File: src/rtl/cache_bus_pkg.sv
// rtl/cache_bus_pkg.sv - shared types and constants for the cache bus arbiter
//
// Purpose: FSM state encoding, requester/bus widths and a one-hot helper
//          shared by cache_bus_arbiter and rr_arbiter.
// Ports:   none (package).
package cache_bus_pkg;

  localparam int NUM_REQ = 4;
  localparam int IDX_W   = 2;
  localparam int ADDR_W  = 8;
  localparam int DATA_W  = 8;
  localparam int CNT_W   = 8;

  typedef enum logic [1:0] {
    ST_IDLE  = 2'd0,
    ST_ISSUE = 2'd1,
    ST_WAIT  = 2'd2,
    ST_RESP  = 2'd3
  } state_e;

  function automatic logic [NUM_REQ-1:0] idx_to_onehot(input logic [IDX_W-1:0] idx);
    logic [NUM_REQ-1:0] oh;
    oh      = '0;
    oh[idx] = 1'b1;
    return oh;
  endfunction

endpackage

File: src/rtl/rr_arbiter.sv
// rtl/rr_arbiter.sv - combinational round-robin one-hot picker
//
// Purpose: picks the first asserted request scanning from last_winner+1
//          upward (mod NUM_REQ), so the previous owner has lowest priority.
// Ports:
//   req          in  [NUM_REQ-1:0]  pending requests
//   last_winner  in  [IDX_W-1:0]    index of the previous owner
//   grant        out [NUM_REQ-1:0]  one-hot winner, zero when no request
//   winner       out [IDX_W-1:0]    index of the winner (last_winner if none)
//   valid        out                at least one request pending
module rr_arbiter
  import cache_bus_pkg::*;
(
  input  logic [NUM_REQ-1:0] req,
  input  logic [IDX_W-1:0]   last_winner,
  output logic [NUM_REQ-1:0] grant,
  output logic [IDX_W-1:0]   winner,
  output logic               valid
);

  logic [IDX_W-1:0] idx;

  always_comb begin
    grant  = '0;
    winner = last_winner;
    valid  = 1'b0;
    idx    = '0;
    // Offsets 1..NUM_REQ; the 2-bit add wraps modulo NUM_REQ, and offset
    // NUM_REQ revisits last_winner itself as the lowest-priority candidate.
    for (int i = 1; i <= NUM_REQ; i++) begin
      idx = last_winner + IDX_W'(i);
      if (!valid && req[idx]) begin
        valid      = 1'b1;
        winner     = idx;
        grant      = idx_to_onehot(idx);
      end
    end
  end

endmodule

File: src/rtl/cache_bus_arbiter.sv
// rtl/cache_bus_arbiter.sv - four-requester arbiter in front of a single-bus cache controller
//
// Purpose: grants the cache bus to one requester at a time (round-robin),
//          launches one bus transaction, waits for finish or timeout and
//          returns a done pulse with read data / error.
// Ports:
//   clk           in        rising-edge clock
//   rst           in        asynchronous active-low reset
//   req           in  [3:0] per-requester request level
//   req_read_op   in  [3:0] per-requester op (1 = read, 0 = write)
//   req_address   in  [31:0] packed 8-bit addresses, requester i at [8i+7:8i]
//   req_data      in  [31:0] packed 8-bit write data, same packing
//   grant         out [3:0] one-hot bus owner, zero when idle
//   done          out [3:0] one-cycle completion pulse to the owner
//   rd_data       out [7:0] read data, valid in the done cycle
//   err           out       timeout flag, held until the next completion
//   bus_start     out       one-cycle start to the cache controller
//   bus_read_op   out       op to the cache controller
//   bus_address   out [7:0] address to the cache controller
//   bus_data      out [7:0] write data to the cache controller
//   bus_out_data  in  [7:0] read data from the cache controller
//   bus_finish    in        cache controller finish flag
module cache_bus_arbiter
  import cache_bus_pkg::*;
#(
  parameter int TIMEOUT = 64
) (
  input  logic                       clk,
  input  logic                       rst,
  input  logic [NUM_REQ-1:0]         req,
  input  logic [NUM_REQ-1:0]         req_read_op,
  input  logic [NUM_REQ*ADDR_W-1:0]  req_address,
  input  logic [NUM_REQ*DATA_W-1:0]  req_data,
  output logic [NUM_REQ-1:0]         grant,
  output logic [NUM_REQ-1:0]         done,
  output logic [DATA_W-1:0]          rd_data,
  output logic                       err,
  output logic                       bus_start,
  output logic                       bus_read_op,
  output logic [ADDR_W-1:0]          bus_address,
  output logic [DATA_W-1:0]          bus_data,
  input  logic [DATA_W-1:0]          bus_out_data,
  input  logic                       bus_finish
);

  // Last WAIT cycle index before abort: WAIT lasts at most TIMEOUT cycles.
  localparam logic [CNT_W-1:0] CNT_LAST = CNT_W'(TIMEOUT - 1);

  state_e               state_q, state_d;
  logic [NUM_REQ-1:0]   grant_q, grant_d;
  logic [IDX_W-1:0]     winner_q, winner_d;
  logic [IDX_W-1:0]     last_winner_q, last_winner_d;
  logic [CNT_W-1:0]     cnt_q, cnt_d;
  logic [DATA_W-1:0]    rd_data_q, rd_data_d;
  logic                 err_q, err_d;
  logic                 bus_read_op_q, bus_read_op_d;
  logic [ADDR_W-1:0]    bus_address_q, bus_address_d;
  logic [DATA_W-1:0]    bus_data_q, bus_data_d;

  logic [NUM_REQ-1:0]   arb_grant;
  logic [IDX_W-1:0]     arb_winner;
  logic                 arb_valid;

  rr_arbiter u_rr_arbiter (
    .req         (req),
    .last_winner (last_winner_q),
    .grant       (arb_grant),
    .winner      (arb_winner),
    .valid       (arb_valid)
  );

  // State register
  always_ff @(posedge clk or negedge rst) begin
    if (!rst) begin
      state_q       <= ST_IDLE;
      grant_q       <= '0;
      winner_q      <= '0;
      last_winner_q <= IDX_W'(NUM_REQ - 1);
      cnt_q         <= '0;
      rd_data_q     <= '0;
      err_q         <= 1'b0;
      bus_read_op_q <= 1'b1;
      bus_address_q <= '0;
      bus_data_q    <= '0;
    end else begin
      state_q       <= state_d;
      grant_q       <= grant_d;
      winner_q      <= winner_d;
      last_winner_q <= last_winner_d;
      cnt_q         <= cnt_d;
      rd_data_q     <= rd_data_d;
      err_q         <= err_d;
      bus_read_op_q <= bus_read_op_d;
      bus_address_q <= bus_address_d;
      bus_data_q    <= bus_data_d;
    end
  end

  // Next-state logic
  always_comb begin
    state_d       = state_q;
    grant_d       = grant_q;
    winner_d      = winner_q;
    last_winner_d = last_winner_q;
    cnt_d         = '0;
    rd_data_d     = rd_data_q;
    err_d         = err_q;
    bus_read_op_d = bus_read_op_q;
    bus_address_d = bus_address_q;
    bus_data_d    = bus_data_q;

    unique case (state_q)
      ST_IDLE: begin
        if (arb_valid) begin
          state_d  = ST_ISSUE;
          grant_d  = arb_grant;
          winner_d = arb_winner;
          // Requester fields are captured only here and held until RESP.
          for (int i = 0; i < NUM_REQ; i++) begin
            if (arb_grant[i]) begin
              bus_read_op_d = req_read_op[i];
              bus_address_d = req_address[i*ADDR_W +: ADDR_W];
              bus_data_d    = req_data[i*DATA_W +: DATA_W];
            end
          end
        end
      end

      ST_ISSUE: begin
        // bus_finish is deliberately not looked at here (stale finish).
        state_d = ST_WAIT;
      end

      ST_WAIT: begin
        // Completion is checked first so it beats a coincident timeout.
        if (bus_finish) begin
          state_d = ST_RESP;
          err_d   = 1'b0;
          if (bus_read_op_q) begin
            rd_data_d = bus_out_data;
          end
        end else if (cnt_q == CNT_LAST) begin
          state_d = ST_RESP;
          err_d   = 1'b1;
        end else begin
          cnt_d = cnt_q + CNT_W'(1);
        end
      end

      ST_RESP: begin
        state_d       = ST_IDLE;
        grant_d       = '0;
        last_winner_d = winner_q;
      end

      default: begin
        state_d = ST_IDLE;
        grant_d = '0;
      end
    endcase
  end

  // Outputs
  always_comb begin
    bus_start   = (state_q == ST_ISSUE);
    done        = (state_q == ST_RESP) ? grant_q : '0;
    grant       = grant_q;
    rd_data     = rd_data_q;
    err         = err_q;
    bus_read_op = bus_read_op_q;
    bus_address = bus_address_q;
    bus_data    = bus_data_q;
  end

endmodule

File: config.mk
export PLATFORM = sky130hd
export DESIGN_NAME = cache_bus_arbiter
export DESIGN_NICKNAME = d
export VERILOG_FILES = /design/src/rtl/cache_bus_pkg.sv /design/src/rtl/rr_arbiter.sv /design/src/rtl/cache_bus_arbiter.sv
export SDC_FILE = /design/constraint.sdc
export NUM_CORES = 1
export LEC_CHECK = 0
export BUFFER_PORTS_ARGS = -buffer_cell sky130_fd_sc_hd__clkbuf_2
export CELL_PAD_IN_SITES_DETAIL_PLACEMENT = 1
export CELL_PAD_IN_SITES_GLOBAL_PLACEMENT = 1
export CORE_MARGIN = 2
export CORE_UTILIZATION = 41
export CTS_BUF_LIST = sky130_fd_sc_hd__clkbuf_2 sky130_fd_sc_hd__clkbuf_4 sky130_fd_sc_hd__clkbuf_8
export DETAILED_ROUTE_END_ITERATION = 12
export PLACE_DENSITY_LB_ADDON = 0.08
export SLEW_MARGIN = 15
export SYNTH_ARGS = -nofsm -noshare
export SYNTH_HDL_FRONTEND = slang
export SYNTH_HIERARCHICAL = 1
export SYNTH_SLANG_ARGS = --single-unit
File: constraint.sdc
create_clock -name clk -period 4.7 [get_ports clk]
set_input_delay 0.235 -clock clk [delete_from_list [all_inputs] [get_ports clk]]
set_output_delay 0.235 -clock clk [all_outputs]
set_load 0.01 [all_outputs]
-- After elaboration in Yosys (flattened, before gate mapping)
Index checks and enable logic that the tools add are counted.
W data, S select, Z words.
- word-level logic and storage cells: 100
- register bits after elaboration: 44
- output and inout port bits: 35
- input port bits: 83
- reductions and logical operators: 20
- eq/ne operators: 6
- add/sub/neg operators: 4
- mux-type cells: 52
- order comparisons: 8
- operator list (kind ; count):
    $mux W8 ; 11
    $mux W4 ; 6
    $mux W1 ; 18
    $mux W2 ; 7
    $lt A2 B3 Y1 const B ; 4
    $add A8 B1 Y8 const B ; 1
    $bmux W1 S2 ; 4
    $demux W1 S2 ; 4
    $eq A8 B6 Y1 const B ; 1
    $ge A2 B1 Y1 const B ; 4
    $pmux W2 S4 ; 1
    $pmux W4 S2 ; 1
    $reduce_and A2 Y1 ; 4
    $logic_and A1 B1 Y1 ; 7
    $reduce_and A3 Y1 ; 2
    $add A2 B2 Y2 const B ; 2
    $eq A2 B2 Y1 const B ; 2
    $reduce_bool A2 Y1 ; 2
    $reduce_bool A4 Y1 ; 1
    $logic_not A1 Y1 ; 3
    $ne A3 B3 Y1 const B ; 1
    $add A2 B1 Y2 const B ; 1
    $eq A2 B1 Y1 const B ; 1
    $logic_not A2 Y1 ; 1
    $ne A2 B2 Y1 const B ; 1

-- Logic depth before layout (Yosys ltp)
- word-level depth: 17
- gate-level depth with buffers: 13
- depth with buffers taken out: 9

-- By module
Netlist, hierarchy kept.
- by module, submodules not included (module ; cells each ; times used ; area an instance (um2) ; sequential area each (um2)):
    cache_bus_arbiter ; 210 ; 1 ; 2438.6 ; 1104.8
    rr_arbiter ; 58 ; 1 ; 483.0 ; 0.0

-- Worst setup path after synthesis
Ideal clock, no wire load.
- path kind: flip-flop to flip-flop
- from: register last_winner_q[0]
- to: register bus_address_q[6] (netlist: bus_address[6])
- buffers on the path: 2
- library setup time: 0.125 ns
- setup slack: 1.489 ns
- period minus slack after synthesis: 3.211 ns
- data arrival time: 3.086 ns
- required time: 4.575 ns
- cell stages (with the launch flop): 12
- path through: dfstp_2 buf_6 inv_1 ha_1 mux4_2 nor3_1 and2_2 a22o_1 buf_6 mux2_4 a221o_1 mux2_4
- longest elaborated chain between the ends: 16
- elaborated cells on any way between the ends: 50
- classes of those cells: add/sub (3); order compare (8); mux (27); reduce/logical (12)
- ends and longest elaborated chain (item ; RTL line ; source):
    start, declared ; cache_bus_arbiter.sv:52 ; logic [IDX_W-1:0] last_winner_q, last_winner_d;
    start signal, assigned ; cache_bus_arbiter.sv:78 ; last_winner_q <= IDX_W'(NUM_REQ - 1);
    start signal, assigned ; cache_bus_arbiter.sv:89 ; last_winner_q <= last_winner_d;
    $add A2 B1 Y2 ; rr_arbiter.sv:31 ; idx = last_winner + IDX_W'(i);
    $bmux W1 S2 ; rr_arbiter.sv:32 ; if (!valid && req[idx]) begin
    $mux W1 (not written as such) ; rr_arbiter.sv:32 ;
    $mux W1 ; rr_arbiter.sv:32 ;
    $logic_not A1 Y1 ; rr_arbiter.sv:32 ;
    $logic_and A1 B1 Y1 ; rr_arbiter.sv:32 ;
    $mux W1 ; rr_arbiter.sv:32 ;
    $logic_not A1 Y1 ; rr_arbiter.sv:32 ;
    $logic_and A1 B1 Y1 ; rr_arbiter.sv:32 ;
    $mux W1 ; rr_arbiter.sv:32 ;
    $logic_not A1 Y1 ; rr_arbiter.sv:32 ;
    $logic_and A1 B1 Y1 ; rr_arbiter.sv:32 ;
    $mux W4 (*) ; rr_arbiter.sv:32 ;
    named net arb_grant[1] ; cache_bus_arbiter.sv:60 ; logic [NUM_REQ-1:0] arb_grant;
    $mux W8 (3 in series) ; cache_bus_arbiter.sv:120 ; if (arb_grant[i]) begin
    end signal, assigned ; cache_bus_arbiter.sv:94 ; bus_address_q <= bus_address_d;
    end, declared ; cache_bus_arbiter.sv:57 ; logic [ADDR_W-1:0] bus_address_q, bus_address_d;
Mark *: on every way through the listed nets, which the timed path passes. The rest lies on a longest branch. The select of a mux whose other input is x is not followed.
A chain may end at the register's enable or synchronous reset.

-- Worst setup path after layout
- from: register last_winner_q[0]
- to: register bus_address_q[6] (netlist: bus_address[6])
- elaborated cells on any way between the ends: 50
- classes of those cells: add/sub (3); order compare (8); mux (27); reduce/logical (12)
- RTL lines (item ; RTL line):
    $add A2 B1 Y2 ; rr_arbiter.sv:31
    $bmux W1 S2 ; rr_arbiter.sv:32
    $mux W1 (not written as such) ; rr_arbiter.sv:32
    $mux W1 ; rr_arbiter.sv:32
    $logic_not A1 Y1 ; rr_arbiter.sv:32
    $logic_and A1 B1 Y1 ; rr_arbiter.sv:32
    $mux W1 ; rr_arbiter.sv:32
    $logic_not A1 Y1 ; rr_arbiter.sv:32
    $logic_and A1 B1 Y1 ; rr_arbiter.sv:32
    $mux W1 ; rr_arbiter.sv:32
    $logic_not A1 Y1 ; rr_arbiter.sv:32
    $logic_and A1 B1 Y1 ; rr_arbiter.sv:32
    $mux W4 (*) ; rr_arbiter.sv:32
    named net arb_grant[3] ; cache_bus_arbiter.sv:60
    $reduce_bool A4 Y1 (no line) ; -
    $reduce_and A3 Y1 (no line) ; -
Marks and branches as above.

==> results.toml <==
[sta]
worst_pin_slew_ns = 0.845
hold_ws_ns = 0.0136
setup_viol = 0
finalCriticalPeriod_ns = 4.15
rsz0062_at_grt = "no"
setup_tns_ns = 0
relSlewSlack_pct = 43.7
drv_slew = 0
fin_crit_sh_pct = 88.2
fin_skew_ns = 0.00609
fmax_ghz = 0.241
hold_viol = 0

[clock_tree]
h-tree-depth = 2
clk_pin_slew_ns = 0.09
ctsResizeCount = 0
insertion_delay_ns = 0.30
cts_buffers = 5
cts_hold_buffers = 0
cts_tree = "yes"
clk_path_buf_depth = 2
clock-root-buffer = "clkbuf_8"
postCtsSetupRepairBufs = 0
cts.sinks = 44

[place]
place_inst = 472
hpwl_mm = 6.39
portBuffers = 117
gp_congestion = 0.826

[synth]
yosys-top-cells-area = "dfrtp_1 35%, mux2_2 8.1%, mux2i_1 6.2%"
synth_edf_count = 0
netlist_instances = 268
synthArstFlopShare_pct = 100
ys_seq_elements = 44
avgSynthCellArea_um2 = 10.9
ys_types = 45
synthFlopType = "dfrtp_1"
synth_area_mm2 = 0.00292
ys_warn_count = 6
syn_nets = 365
yosysSeqAreaShare_pct = 37.8
yosys.area.top_type_share_pct = 35.1
yosysTopAreaCell = "dfrtp_1"

[grt]
overflow = 0
antenna_found_initial = 0
grt_pass1_wl_mm = 12.6
grt_start_max_net_pins = 45
track_usage_pct = 21.0
grt_pass1_vias = 2666

[setup_path]
worstPathArrival_ns = 4.34
crit_chain = "inv_1 > ha_1 > mux4_2 > nor3_1 > and2_2 > a22o_1 > nor2_2 > a21oi_4 > buf_4 > mux2_4"
critPathMaxFanout = 21
slowest_stage = "dfstp_2"
max_stage_delay_ns = 0.74
path_class = "reg -> reg"
worst_path_dominant_cell_family = "compound AO/OA/AOI/OAI gates"
end_kind = "register"
critPathLaunchType = "register"
cp.required_ns = 4.89
path_buf_inv = 2

[power]
power.switching_mw = 1.28
pwr-share-seq_pct = 23.2
swShare_pct = 44.0
internal_power_mw = 1.63
max-vdd-ir-drop_uv = 367
pwr-share-comb_pct = 66.5
powerDensity_mw_per_mm2 = 793
clockPowerShare_pct = 10.3
leakage_nw = 1.81

[detailed_routing]
first_pass_iters = 6
drtIter0Drc = 131
via_per_inst = 5.36
wire_per_inst_um = 17.3
drt-total-wl_mm = 8.30
drc = 0
drtAntennaViolNets = 0
vias = 2573

[floorplan]
die_h_um = 88.4
fp-row-count = 30
io_pins = 118
core-area_mm2 = 0.00683
die_area_mm2 = 0.00782
start_util_pct = 42.8
die_w_um = 88.4

[layout]
layout.nets = 480
utilization_pct = 53.9
diodes = 0
syn_to_final_growth_pct = 26.0
drive_gt1_share_pct = 45.3
fin_cells = 480

[worst_hold_path]
hp-class = "in -> async"

[outcome]
status = "finished clean"

[flow_run]
max_cap_viol_count = 0
[registers in the layout, indices dropped and copies added (netlist names)]
name,count
winner_q,2
bus_address,8
bus_read_op,1
last_winner_q,2
state_q,2
cnt_q,8
rd_data,8
err,1
grant,4
bus_data,8
[final timing paths]
| kind | from | endpoint | slack, ns | cells past startpoint |
|---|---|---|---|---|
| setup / recovery | last_winner_q[0]$_DFFE_PN1P_ | bus_address[6]$_DFFE_PN0P_ | 0.55 | 10 |
| hold / removal | rst | cnt_q[5]$_DFF_PN0_ | 0.01 | 2 |
| setup reg to reg | last_winner_q[0]$_DFFE_PN1P_ | bus_address[6]$_DFFE_PN0P_ | 0.55 | 10 |
| hold reg to reg | bus_read_op$_DFFE_PN1P_ | bus_read_op$_DFFE_PN1P_ | 0.51 | 2 |
| max in group asynchronous | rst | bus_data[3]$_DFFE_PN0P_ | 4.30 | 2 |
| min in group clk | bus_finish | err$_DFFE_PN0P_ | 0.16 | 2 |
[per-stage QoR]
stage / total power [mW] / worst slack (ns) / area, µm²
after global routing: 3.13 / 0.294 / 3680
after floorplan: 2.17 / 1.49 / 2920
after detailed placement: 2.63 / 0.378 / 3560
after CTS: 2.94 / 0.371 / 3680
after global placement: 2.54 / 0.637 / 3560
final: 2.92 / 0.553 / 3680
[power by group through the flow]
stage	Combinational [mW]	Sequential, mW	Clock [mW]
2_1_floorplan	1.47	0.705	0
3_3_place_gp	1.86	0.678	0
3_5_place_dp	1.95	0.685	0
4_1_cts	1.95	0.681	0.308
5_1_grt	2.10	0.703	0.324
6_report	1.94	0.678	0.300
[per-layer routing]
layer	global-route usage, %	wire (µm)	vias up
met5	0	0	-
met4	10.2	269	0
met3	4.57	477	19
met2	37.2	4250	98
met1	24.1	3300	1246
li1	-	-	1210
[area by class of cell]
type	instances	area, µm²
fillers	834	3150
multi-input cells	188	1640
flip-flops and latches	44	1100
repair buffers	121	616
well taps	96	120
inverters	23	86.3
clock buffers	7	83.8
clock inverters	1	30.0
[placed cells by master, fill, tap and decap left out, drive strengths merged, types with 6 or more instances in the layout]
cell type and instances:
ha 14, clkbuf 124, a222oi 16, mux2 32, a21oi 9, dfrtp 41
o21ai 9, mux2i 18, nand2 18, nor2 10, and2 6, nor2b 7
inv 23
[synth_stat cells, types with 2 or more instances]
| library cell | n |
|---|---|
| mux2i_1 | 18 |
| mux2_2 | 21 |
| nor2b_1 | 7 |
| a22o_1 | 4 |
| buf_6 | 3 |
| mux2_4 | 11 |
| o211ai_1 | 5 |
| nand2b_1 | 5 |
| a31oi_1 | 5 |
| nand2_1 | 18 |
| inv_1 | 23 |
| o21ai_0 | 9 |
| or2b_1 | 2 |
| mux4_2 | 4 |
| dfrtp_1 | 41 |
| or4_1 | 2 |
| nor2_1 | 9 |
| nand3_1 | 4 |
| ha_1 | 14 |
| a222oi_1 | 16 |
| xnor2_1 | 3 |
| clkbuf_1 | 3 |
| and2_1 | 5 |
| dfstp_2 | 3 |
| buf_2 | 5 |
| nor3_1 | 2 |
| a21oi_1 | 8 |
[cell families (layout without fill, tap and decap cells)]
group	after synthesis	count (layout)	synth area share, %
muxes	54	54	23.0
xor gates and xnor gates	4	4	1.20
adders and majority gates	14	14	6.00
and+or+nand+nor	63	63	11.9
DFF	44	44	37.8
buffers and inverters	36	152	6.17
AOI/OAI and AO/OA	53	53	13.9
No activity file was read; power rests on OpenSTA's default activity.
